### src/rtl/ddr_ctrl_pkg.sv
// ---------------------------------------------------------------------------
// ddr_ctrl_pkg
// Shared definitions for the DDR local-interface adapter:
//   - state_t      : state encoding of the access sequencer
//   - count_t      : width of the word/beat counters (covers 2^15 words)
//   - chunk_size() : size of the next local burst, capped at the largest burst
// ---------------------------------------------------------------------------
package ddr_ctrl_pkg;

  localparam int MAX_BURST_LOG2_DEF = 4;

  // buf_width is 4 bits, so a read is at most 2^15 words; 16 bits holds that.
  localparam int REM_WIDTH = 16;

  typedef logic [REM_WIDTH-1:0] count_t;

  typedef enum logic [2:0] {
    ST_IDLE,
    ST_WR_REQ,
    ST_RD_REQ,
    ST_RD_DATA,
    ST_RECOVER
  } state_t;

  // Next local burst length: whatever is left, but never more than one
  // maximum-size burst.
  function automatic count_t chunk_size(input count_t remaining,
                                        input int unsigned max_burst_log2);
    count_t max_burst;
    max_burst = count_t'(1) << max_burst_log2;
    return (remaining > max_burst) ? max_burst : remaining;
  endfunction

endpackage

### src/rtl/ddr_local_if_if.sv
// ---------------------------------------------------------------------------
// ddr_local_bus_if
// Avalon-style local interface of the Altera DDR controller.
//   master : the adapter (drives requests, receives ready / read data)
//   slave  : the controller (or its model)
// Signals:
//   init_done   calibration complete
//   ready       controller accepts the request this cycle
//   address     word address
//   read_req / write_req / burstbegin
//   size        beats in the burst
//   be / wdata  write byte enables / write data
//   rdata / rdata_valid  read data return
// ---------------------------------------------------------------------------
interface ddr_local_bus_if #(
  parameter int ADDR_WIDTH = 24,
  parameter int SIZE_WIDTH = 5
);

  logic                  init_done;
  logic                  ready;
  logic [ADDR_WIDTH-1:0] address;
  logic                  read_req;
  logic                  write_req;
  logic                  burstbegin;
  logic [SIZE_WIDTH-1:0] size;
  logic [3:0]            be;
  logic [31:0]           wdata;
  logic [31:0]           rdata;
  logic                  rdata_valid;

  modport master (
    input  init_done, ready, rdata, rdata_valid,
    output address, read_req, write_req, burstbegin, size, be, wdata
  );

  modport slave (
    output init_done, ready, rdata, rdata_valid,
    input  address, read_req, write_req, burstbegin, size, be, wdata
  );

endinterface

### src/rtl/ddr_local_if.sv
// ---------------------------------------------------------------------------
// ddr_local_if
// Translates the wishbone arbiter's internal access (one write word, or a
// 2^buf_width-word aligned read) into local-interface requests for the DDR
// controller, and returns one ack per word with its byte address and data.
// Ports (sdram_clk domain):
//   sdram_clk, sdram_rst_n      clock, asynchronous active-low reset
//   acc_i, we_i, adr_i, dat_i,  access request from the arbiter
//   sel_i, buf_width_i
//   ack_o, adr_o, dat_o         per-word acknowledge, byte address, read data
//   idle_o                      ready for a new access (arbiter may switch)
//   local_bus                   controller local interface (master side)
// Reads are split into bursts of at most 2^MAX_BURST_LOG2 words, with exactly
// one burst outstanding. Data returns sequentially from the aligned base.
// ---------------------------------------------------------------------------
module ddr_local_if
  import ddr_ctrl_pkg::*;
#(
  parameter int ADDR_WIDTH     = 24,
  parameter int MAX_BURST_LOG2 = MAX_BURST_LOG2_DEF,
  parameter int SIZE_WIDTH     = MAX_BURST_LOG2 + 1
) (
  input  logic                   sdram_clk,
  input  logic                   sdram_rst_n,

  input  logic                   acc_i,
  input  logic                   we_i,
  input  logic [31:0]            adr_i,
  input  logic [31:0]            dat_i,
  input  logic [3:0]             sel_i,
  input  logic [3:0]             buf_width_i,

  output logic                   ack_o,
  output logic [31:0]            adr_o,
  output logic [31:0]            dat_o,
  output logic                   idle_o,

  ddr_local_bus_if.master        local_bus
);

  state_t                state_q, state_d;

  logic [ADDR_WIDTH-1:0] word_q;       // current word address
  count_t                remaining_q;  // words not yet requested
  count_t                beats_q;      // beats left in the outstanding burst
  logic [3:0]            sel_q;
  logic [31:0]           wdata_q;
  logic                  ack_q;
  logic [31:0]           adr_q;
  logic [31:0]           rdata_q;

  logic                  start;
  logic [ADDR_WIDTH-1:0] align_mask;
  count_t                chunk;
  logic                  wr_req, rd_req;
  logic [SIZE_WIDTH-1:0] size;

  // The byte-offset bits and the bits above the local address range do not
  // select a DDR word.
  logic unused_adr;
  assign unused_adr = ^{adr_i[31:ADDR_WIDTH+2], adr_i[1:0]};

  assign start = acc_i && local_bus.init_done;

  // Reads start at a 2^buf_width-aligned word; writes keep the full address.
  assign align_mask = we_i ? {ADDR_WIDTH{1'b1}}
                           : ({ADDR_WIDTH{1'b1}} << buf_width_i);

  assign chunk = chunk_size(remaining_q, MAX_BURST_LOG2);

  // -------------------------------------------------------------------------
  // State register
  // -------------------------------------------------------------------------
  // NOTE: sequential state uses non-blocking assignments so every register
  // samples the pre-edge values, independent of statement order.
  always_ff @(posedge sdram_clk or negedge sdram_rst_n) begin
    if (!sdram_rst_n) state_q <= ST_IDLE;
    else              state_q <= state_d;
  end

  // -------------------------------------------------------------------------
  // Next state and request outputs
  // -------------------------------------------------------------------------
  // NOTE: every output of this block gets a default before the case so no
  // path leaves it unassigned, which would otherwise infer a latch.
  always_comb begin
    state_d = state_q;
    idle_o  = 1'b0;
    wr_req  = 1'b0;
    rd_req  = 1'b0;
    size    = '0;

    unique case (state_q)
      ST_IDLE: begin
        idle_o = local_bus.init_done;
        if (start) state_d = we_i ? ST_WR_REQ : ST_RD_REQ;
      end

      ST_WR_REQ: begin
        wr_req = 1'b1;
        size   = SIZE_WIDTH'(1);
        if (local_bus.ready) state_d = ST_RECOVER;
      end

      ST_RD_REQ: begin
        rd_req = 1'b1;
        size   = chunk[SIZE_WIDTH-1:0];
        if (local_bus.ready) state_d = ST_RD_DATA;
      end

      ST_RD_DATA: begin
        // remaining_q was already reduced by this burst when it was accepted.
        if (local_bus.rdata_valid && beats_q == count_t'(1))
          state_d = (remaining_q != '0) ? ST_RD_REQ : ST_RECOVER;
      end

      // One dead cycle so the requester can drop acc_i after its final ack.
      ST_RECOVER: state_d = ST_IDLE;

      default: state_d = ST_IDLE;
    endcase
  end

  // -------------------------------------------------------------------------
  // Datapath: latched access, address / burst counters, ack return
  // -------------------------------------------------------------------------
  always_ff @(posedge sdram_clk or negedge sdram_rst_n) begin
    if (!sdram_rst_n) begin
      word_q      <= '0;
      remaining_q <= '0;
      beats_q     <= '0;
      sel_q       <= '0;
      wdata_q     <= '0;
      ack_q       <= 1'b0;
      adr_q       <= '0;
      rdata_q     <= '0;
    end else begin
      ack_q <= 1'b0;

      unique case (state_q)
        ST_IDLE: begin
          if (start) begin
            sel_q       <= sel_i;
            wdata_q     <= dat_i;
            word_q      <= adr_i[ADDR_WIDTH+1:2] & align_mask;
            remaining_q <= we_i ? count_t'(1) : (count_t'(1) << buf_width_i);
          end
        end

        ST_WR_REQ: begin
          if (local_bus.ready) begin
            ack_q <= 1'b1;
            adr_q <= 32'({word_q, 2'b00});
          end
        end

        ST_RD_REQ: begin
          if (local_bus.ready) begin
            beats_q     <= chunk;
            remaining_q <= remaining_q - chunk;
          end
        end

        ST_RD_DATA: begin
          if (local_bus.rdata_valid) begin
            ack_q   <= 1'b1;
            rdata_q <= local_bus.rdata;
            adr_q   <= 32'({word_q, 2'b00});
            word_q  <= word_q + 1'b1;   // wraps modulo 2^ADDR_WIDTH
            beats_q <= beats_q - count_t'(1);
          end
        end

        default: ;
      endcase
    end
  end

  assign ack_o = ack_q;
  assign adr_o = adr_q;
  assign dat_o = rdata_q;

  assign local_bus.address    = word_q;
  assign local_bus.write_req  = wr_req;
  assign local_bus.read_req   = rd_req;
  assign local_bus.burstbegin = wr_req | rd_req;
  assign local_bus.size       = size;
  assign local_bus.be         = sel_q;
  assign local_bus.wdata      = wdata_q;

endmodule
### src/flat_wrapper.sv
// flat-port wrapper written by rule: the top's interface ports become plain ports
module ddr_local_if_flat import ddr_ctrl_pkg::*;
#(
  parameter int ADDR_WIDTH     = 24,
  parameter int MAX_BURST_LOG2 = MAX_BURST_LOG2_DEF,
  parameter int SIZE_WIDTH     = MAX_BURST_LOG2 + 1
)
  (sdram_clk, sdram_rst_n, acc_i, we_i, adr_i, dat_i, sel_i, buf_width_i, ack_o, adr_o, dat_o, idle_o, local_bus_init_done, local_bus_ready, local_bus_rdata, local_bus_rdata_valid, local_bus_address, local_bus_read_req, local_bus_write_req, local_bus_burstbegin, local_bus_size, local_bus_be, local_bus_wdata);
  ddr_local_bus_if #(.ADDR_WIDTH(ADDR_WIDTH), .SIZE_WIDTH(SIZE_WIDTH)) local_bus_i ();
  input  logic sdram_clk;
  input  logic sdram_rst_n;
  input  logic acc_i;
  input  logic we_i;
  input  logic [31:0] adr_i;
  input  logic [31:0] dat_i;
  input  logic [3:0] sel_i;
  input  logic [3:0] buf_width_i;
  output logic ack_o;
  output logic [31:0] adr_o;
  output logic [31:0] dat_o;
  output logic idle_o;
  input wire logic [$bits(local_bus_i.init_done)-1:0] local_bus_init_done;
  input wire logic [$bits(local_bus_i.ready)-1:0] local_bus_ready;
  input wire logic [$bits(local_bus_i.rdata)-1:0] local_bus_rdata;
  input wire logic [$bits(local_bus_i.rdata_valid)-1:0] local_bus_rdata_valid;
  output wire logic [$bits(local_bus_i.address)-1:0] local_bus_address;
  output wire logic [$bits(local_bus_i.read_req)-1:0] local_bus_read_req;
  output wire logic [$bits(local_bus_i.write_req)-1:0] local_bus_write_req;
  output wire logic [$bits(local_bus_i.burstbegin)-1:0] local_bus_burstbegin;
  output wire logic [$bits(local_bus_i.size)-1:0] local_bus_size;
  output wire logic [$bits(local_bus_i.be)-1:0] local_bus_be;
  output wire logic [$bits(local_bus_i.wdata)-1:0] local_bus_wdata;
  assign local_bus_i.init_done = local_bus_init_done;
  assign local_bus_i.ready = local_bus_ready;
  assign local_bus_i.rdata = local_bus_rdata;
  assign local_bus_i.rdata_valid = local_bus_rdata_valid;
  assign local_bus_address = local_bus_i.address;
  assign local_bus_read_req = local_bus_i.read_req;
  assign local_bus_write_req = local_bus_i.write_req;
  assign local_bus_burstbegin = local_bus_i.burstbegin;
  assign local_bus_size = local_bus_i.size;
  assign local_bus_be = local_bus_i.be;
  assign local_bus_wdata = local_bus_i.wdata;
  ddr_local_if #(.ADDR_WIDTH(ADDR_WIDTH), .MAX_BURST_LOG2(MAX_BURST_LOG2), .SIZE_WIDTH(SIZE_WIDTH)) u_core (.sdram_clk(sdram_clk), .sdram_rst_n(sdram_rst_n), .acc_i(acc_i), .we_i(we_i), .adr_i(adr_i), .dat_i(dat_i), .sel_i(sel_i), .buf_width_i(buf_width_i), .ack_o(ack_o), .adr_o(adr_o), .dat_o(dat_o), .idle_o(idle_o), .local_bus(local_bus_i));
endmodule
### config.mk
export PLATFORM = sky130hd
export DESIGN_NAME = ddr_local_if_flat
export DESIGN_NICKNAME = d
export VERILOG_FILES = /design/src/rtl/ddr_ctrl_pkg.sv /design/src/rtl/ddr_local_if_if.sv /design/src/rtl/ddr_local_if.sv /design/src/flat_wrapper.sv
export SDC_FILE = /design/constraint.sdc
export NUM_CORES = 1
export LEC_CHECK = 0
export BUFFER_PORTS_ARGS = -buffer_cell sky130_fd_sc_hd__buf_2
export CORE_MARGIN = 10
export CORE_UTILIZATION = 43
export CTS_CLUSTER_SIZE = 14
export DETAILED_ROUTE_END_ITERATION = 12
export PLACE_DENSITY = 0.67
export SLEW_MARGIN = 20
export SYNTH_ARGS = -nofsm -noshare
export SYNTH_HDL_FRONTEND = slang
export SYNTH_SLANG_ARGS = --single-unit
### constraint.sdc
create_clock -name sdram_clk -period 6.1 [get_ports sdram_clk]
set_clock_uncertainty 0.15 [all_clocks]
set_input_delay 1.22 -clock sdram_clk [delete_from_list [all_inputs] [get_ports sdram_clk]]
set_output_delay 1.22 -clock sdram_clk [all_outputs]
set_load 0.01 [all_outputs]
Yosys cells after proc, flatten, opt, wreduce, memory -nomap -nowiden:

Index checks and enable logic that the tools add are counted.

* register bits: 160
* input port bits: 111
* output and inout port bits: 134
* logic and storage cells: 70

* add/subtract/negate cells: 3
* magnitude comparators: 1
* equal/unequal tests: 9
* shift operators: 2
* multiplexer cells: 29
* bitwise operators: 2
* reductions and logical operators: 15

Operators by type and width (count)
* 16-bit 2-to-1 mux: 6
* 24-bit 2-to-1 mux: 3
* 32-bit 2-to-1 mux: 2
* 16-bit case mux with 2 select lines: 2
* 32-bit case mux with 2 select lines: 1
* 24-bit case mux with 2 select lines: 1
* 24-bit by 1-bit adder with 24-bit output, second input constant: 1
* 24-bit AND: 1
* 24-bit by 4-bit << shifter with 24-bit output, first input constant: 1
* 16-bit by 1-bit == test with 1-bit output, second input constant: 1
* 16-bit by 5-bit > comparator with 1-bit output, second input constant: 1
* 16-bit nonzero test: 1
* 1-bit by 4-bit << shifter with 16-bit output, first input constant: 1
* 16-bit by 1-bit subtractor with 16-bit output, second input constant: 1
* 16-bit subtractor: 1
* 3-bit 2-to-1 mux: 5
* 3-bit case mux with 4 select lines: 1
* 3-bit AND reduction: 4
* 5-bit case mux with 2 select lines: 1
* 2-bit nonzero test: 4
* 3-bit by 2-bit == test with 1-bit output, second input constant: 2
* 2-bit != test, second input constant: 3
* 1-bit 2-to-1 mux: 5
* 2-bit by 1-bit != test with 1-bit output, second input constant: 2
* 8 further kinds: 10

Depth between registers and ports, before layout:

* word-level depth: 5
* gate-level depth with buffers: 13
* gate-level depth less buffers: 10

Least setup slack after synthesis:

No wires, ideal clock.

* path kind: flip-flop to output port
* from: register u_core.remaining_q[14]
* to: output port local_bus_size[1]
* arrival: 1.808 ns
* required time: 4.730 ns
* slack: 2.922 ns
* cell stages (with the launch flop): 7
* buffers on the path: 2
* path through: dfrtp_1 > or4_4 > nor4bb_1 > buf_4 > and2_4 > buf_6 > and3_1

* cells in the longest elaborated chain, start to end: 3

Ends and longest elaborated chain
* from (decl): RTL line ddr_local_if.sv:44 `count_t remaining_q;`
* from (signal assigned): RTL line ddr_local_if.sv:146 `remaining_q <= we_i ? count_t'(1) : (count_t'(1) << buf_width_i);`
* from (signal assigned): RTL line ddr_local_if.sv:160 `remaining_q <= remaining_q - chunk;`
* 16-bit by 5-bit > comparator with 1-bit output: RTL line ddr_ctrl_pkg.sv:31 `return (remaining > max_burst) ? max_burst : remaining;`
* 16-bit 2-to-1 mux: RTL line ddr_ctrl_pkg.sv:31
* 5-bit case mux with 2 select lines: RTL line ddr_local_if.sv:93 `unique case (state_q)`
* to (decl): RTL line flat_wrapper.sv:30 `output wire logic [$bits(local_bus_i.size)-1:0] local_bus_size;`

No other way between the ends.

Worst setup path after layout:

* from: register u_core.remaining_q[14]
* to: output port local_bus_size[2]

Same word-level chain as after synthesis.

==> out/qor.csv <==
metric;value;unit
finalHoldViolations;0;
cts_max_level;4;
cts_hold_buffers;0;
tightestPinTransition;1.03;ns
grt_overflow_total;0;
path_clk_slew;0.06;ns
cp_max_fo;11;
dr_total_vias;6676;
grt_use_total;18.6;%
drv_slew;0;
die_h;152;um
grt_max_degree;69;
cts_resized;0;
ir_drop;271;uV
drc;0;
first_iter_violations;473;
hold_class;flip-flop to flip-flop;
synth-seq-area-share;50.8;%
crit_path_start_kind;flip-flop;
ios;245;
synth_seq_cells;152;
grt_pass1_vias;6710;
tritoncts.num_buffers;17;
grt_pass1_wl;36.1;mm
power_density;478;mW/mm^2
r2r-start;u_core.remaining_q[14]$_DFFE_PN0P_;
layout-drive-gt1-share;35.0;%
crit_path_end_kind;output pin;
ys_async_sr_fraction;100;%
wl;22.0;mm
synthFlopType;dfrtp_1;
gp_congestion;0.833;
finalCriticalPeriod;3.82;ns
core;0.0172;mm^2
cts_setup_buffers;0;
clk_latency;0.42;ns
place_area;0.00875;mm^2
dp_hpwl;15.8;mm
arrival;2.45;ns
total_power;0.00446;W
syn_inst;771;
yosysWarnings;0;
netlist_area;0.00748;mm^2
cts_root_buf;clkbuf_16;
outcome;completed;
io_buffers;228;
crit_required;4.73;ns
period_share;62.6;%
start_util;43.6;%
min_from;u_core.local_bus.wdata[25]$_DFFE_PN0P_;
crit_start;u_core.remaining_q[14]$_DFFE_PN0P_;
antenna_left;0;
drtPass1Iterations;5;
clock_path_buffers;2;
leakagePower;4.47;nW
grt_setup_unrepaired;false;
die_area;0.0231;mm^2
synth_cell_type_count;76;
layout.nets;1093;
via_per_inst;5.48;
cts_sinks;152;
fillCellCount;1618;
wl_per_cell;18.0;um
crit_type;flip-flop to output pin;
antenna_found_initial;2;
drv_cap;0;
syn_avg_cell_area;9.71;um^2
rows;48;
fin_area;0.00934;mm^2
setup_tns;0;ns
syn_to_final_growth;24.8;%
tritoncts;done;
relSlewSlack;31.6;%
die_x;152;um
setup_viol;0;
max_freq;262;MHz
synth_edf_count;0;
## placed cells by master, fill, tap and decap left out, drive strengths merged, types with 8 or more instances in the layout
| cell | instances |
|---|---|
| buf | 239 |
| dfrtp | 152 |
| nand2 | 137 |
| mux2 | 58 |
| nor2 | 56 |
| a21oi | 48 |
| o21ai | 42 |
| nand3 | 25 |
| nor3 | 22 |
| clkbuf | 19 |
| a31oi | 15 |
| inv | 13 |
| nor4 | 11 |
| or3 | 10 |
| o22a | 10 |
| conb | 9 |
| nand4 | 9 |
| or4 | 8 |
## state kept, by name, indices dropped and copies added (netlist names)
register                  flops
u_core.adr_o                 24
u_core.local_bus.wdata       32
u_core.local_bus.address     24
u_core.beats_q               16
u_core.state_q                3
u_core.ack_o                  1
u_core.local_bus.be           4
u_core.dat_o                 32
u_core.remaining_q           16
## cell type report
| cell class | instances | area, um^2 | area share (%) |
|---|---|---|---|
| flip-flops and latches | 152 | 3800 | 40.7 |
| multi-input cells | 557 | 3390 | 36.3 |
| repair buffers | 239 | 1230 | 13.2 |
| clock buffers | 19 | 443 | 4.74 |
| well taps | 225 | 282 | 3.01 |
| clock inverters | 13 | 146 | 1.57 |
| inverters | 11 | 41.3 | 0.442 |
| diodes | 2 | 5.00 | 0.0536 |
## worst paths after layout
| check | end | slack (ns) | cells after the start |
|---|---|---|---|
| max | local_bus_size[2] | 2.28 | 6 |
| max reg2reg | u_core.remaining_q[14]$_DFFE_PN0P_ | 2.87 | 10 |
| min | u_core.local_bus.wdata[25]$_DFFE_PN0P_ | 0.32 | 2 |
| min reg2reg | u_core.local_bus.wdata[25]$_DFFE_PN0P_ | 0.32 | 2 |
| min in group asynchronous | u_core.dat_o[27]$_DFFE_PN0P_ | 0.66 | 1 |
| max in group asynchronous | u_core.local_bus.address[13]$_DFFE_PN0P_ | 4.09 | 2 |
## report_power, final
group | internal, W | switching (W)
clock | 0.000618 | 0.000433
sequential | 0.00136 | 0.000338
combinational | 0.000760 | 0.000951
## kinds of logic (layout without fill, tap and decap cells)
| family | after synthesis | count (layout) | share of synthesized area, % |
|---|---|---|---|
| and+or+nand+nor | 312 | 312 | 20.2 |
| AOI/OAI and AO/OA | 171 | 171 | 14.9 |
| DFF | 152 | 152 | 50.8 |
| buffers and inverters | 69 | 282 | 4.25 |
| muxes | 59 | 59 | 8.86 |
| adders and majority gates | 4 | 4 | 0.669 |
| other | 2 | 11 | 0.100 |
| xor gates and xnor gates | 2 | 2 | 0.234 |
## critical path: stages (launching register included)
cell and delay [ns]:
dfrtp_1 0.42, or4_4 0.57, nor4bb_1 0.28, buf_4 0.21
and2_4 0.22, and3_1 0.18, buf_2 0.15
## stage by stage
stage | std cells | worst slack [ns] | utilization, % | hold WS (ns)
finish | 1218 | 2.28 | 54.4 | 0.318
global route | 1217 | 2.16 | 54.4 | 0.339
CTS | 1216 | 2.29 | 54.4 | 0.321
detailed placement | 1184 | 2.66 | 50.9 | 0.306
global placement | 1184 | 2.68 | 50.9 | 0.302
floorplan | 778 | 2.92 | - | 0.296
## synthesized netlist by cell type, types with 4 or more instances
cell type  instances  area, um^2
buf_1              5        18.8
nand2b_1           5        31.3
nor3_1            22         110
o211ai_1           5        37.5
and2_1             4        25.0
dfrtp_1          152        3800
o22a_1            10        87.6
o21ai_0           38         190
inv_1             10        37.5
or4_1              4        30.0
clkbuf_1          36         135
buf_4              9        67.6
buf_2              6        30.0
ha_1               4        50.1
mux2_2            57         642
or3_1             10        62.6
nand4_1            8        50.1
a31oi_1           15        93.8
nand3b_1           5        37.5
a31o_2             4        35.0
a21oi_1           47         235
nand2_1          137         514
nor4_1             8        50.1
nand3_1           25         125
nor2_1            56         210
and3_1             7        43.8
a2bb2oi_1          5        43.8
## metal layers
| layer | global-route usage, % | routed length (um) |
|---|---|---|
| met5 | 0 | 13 |
| met4 | 6.05 | 386 |
| met3 | 6.58 | 2000 |
| met2 | 29.1 | 10300 |
| met1 | 23.6 | 9330 |
Note: power is estimated with default switching activity, not from simulation.
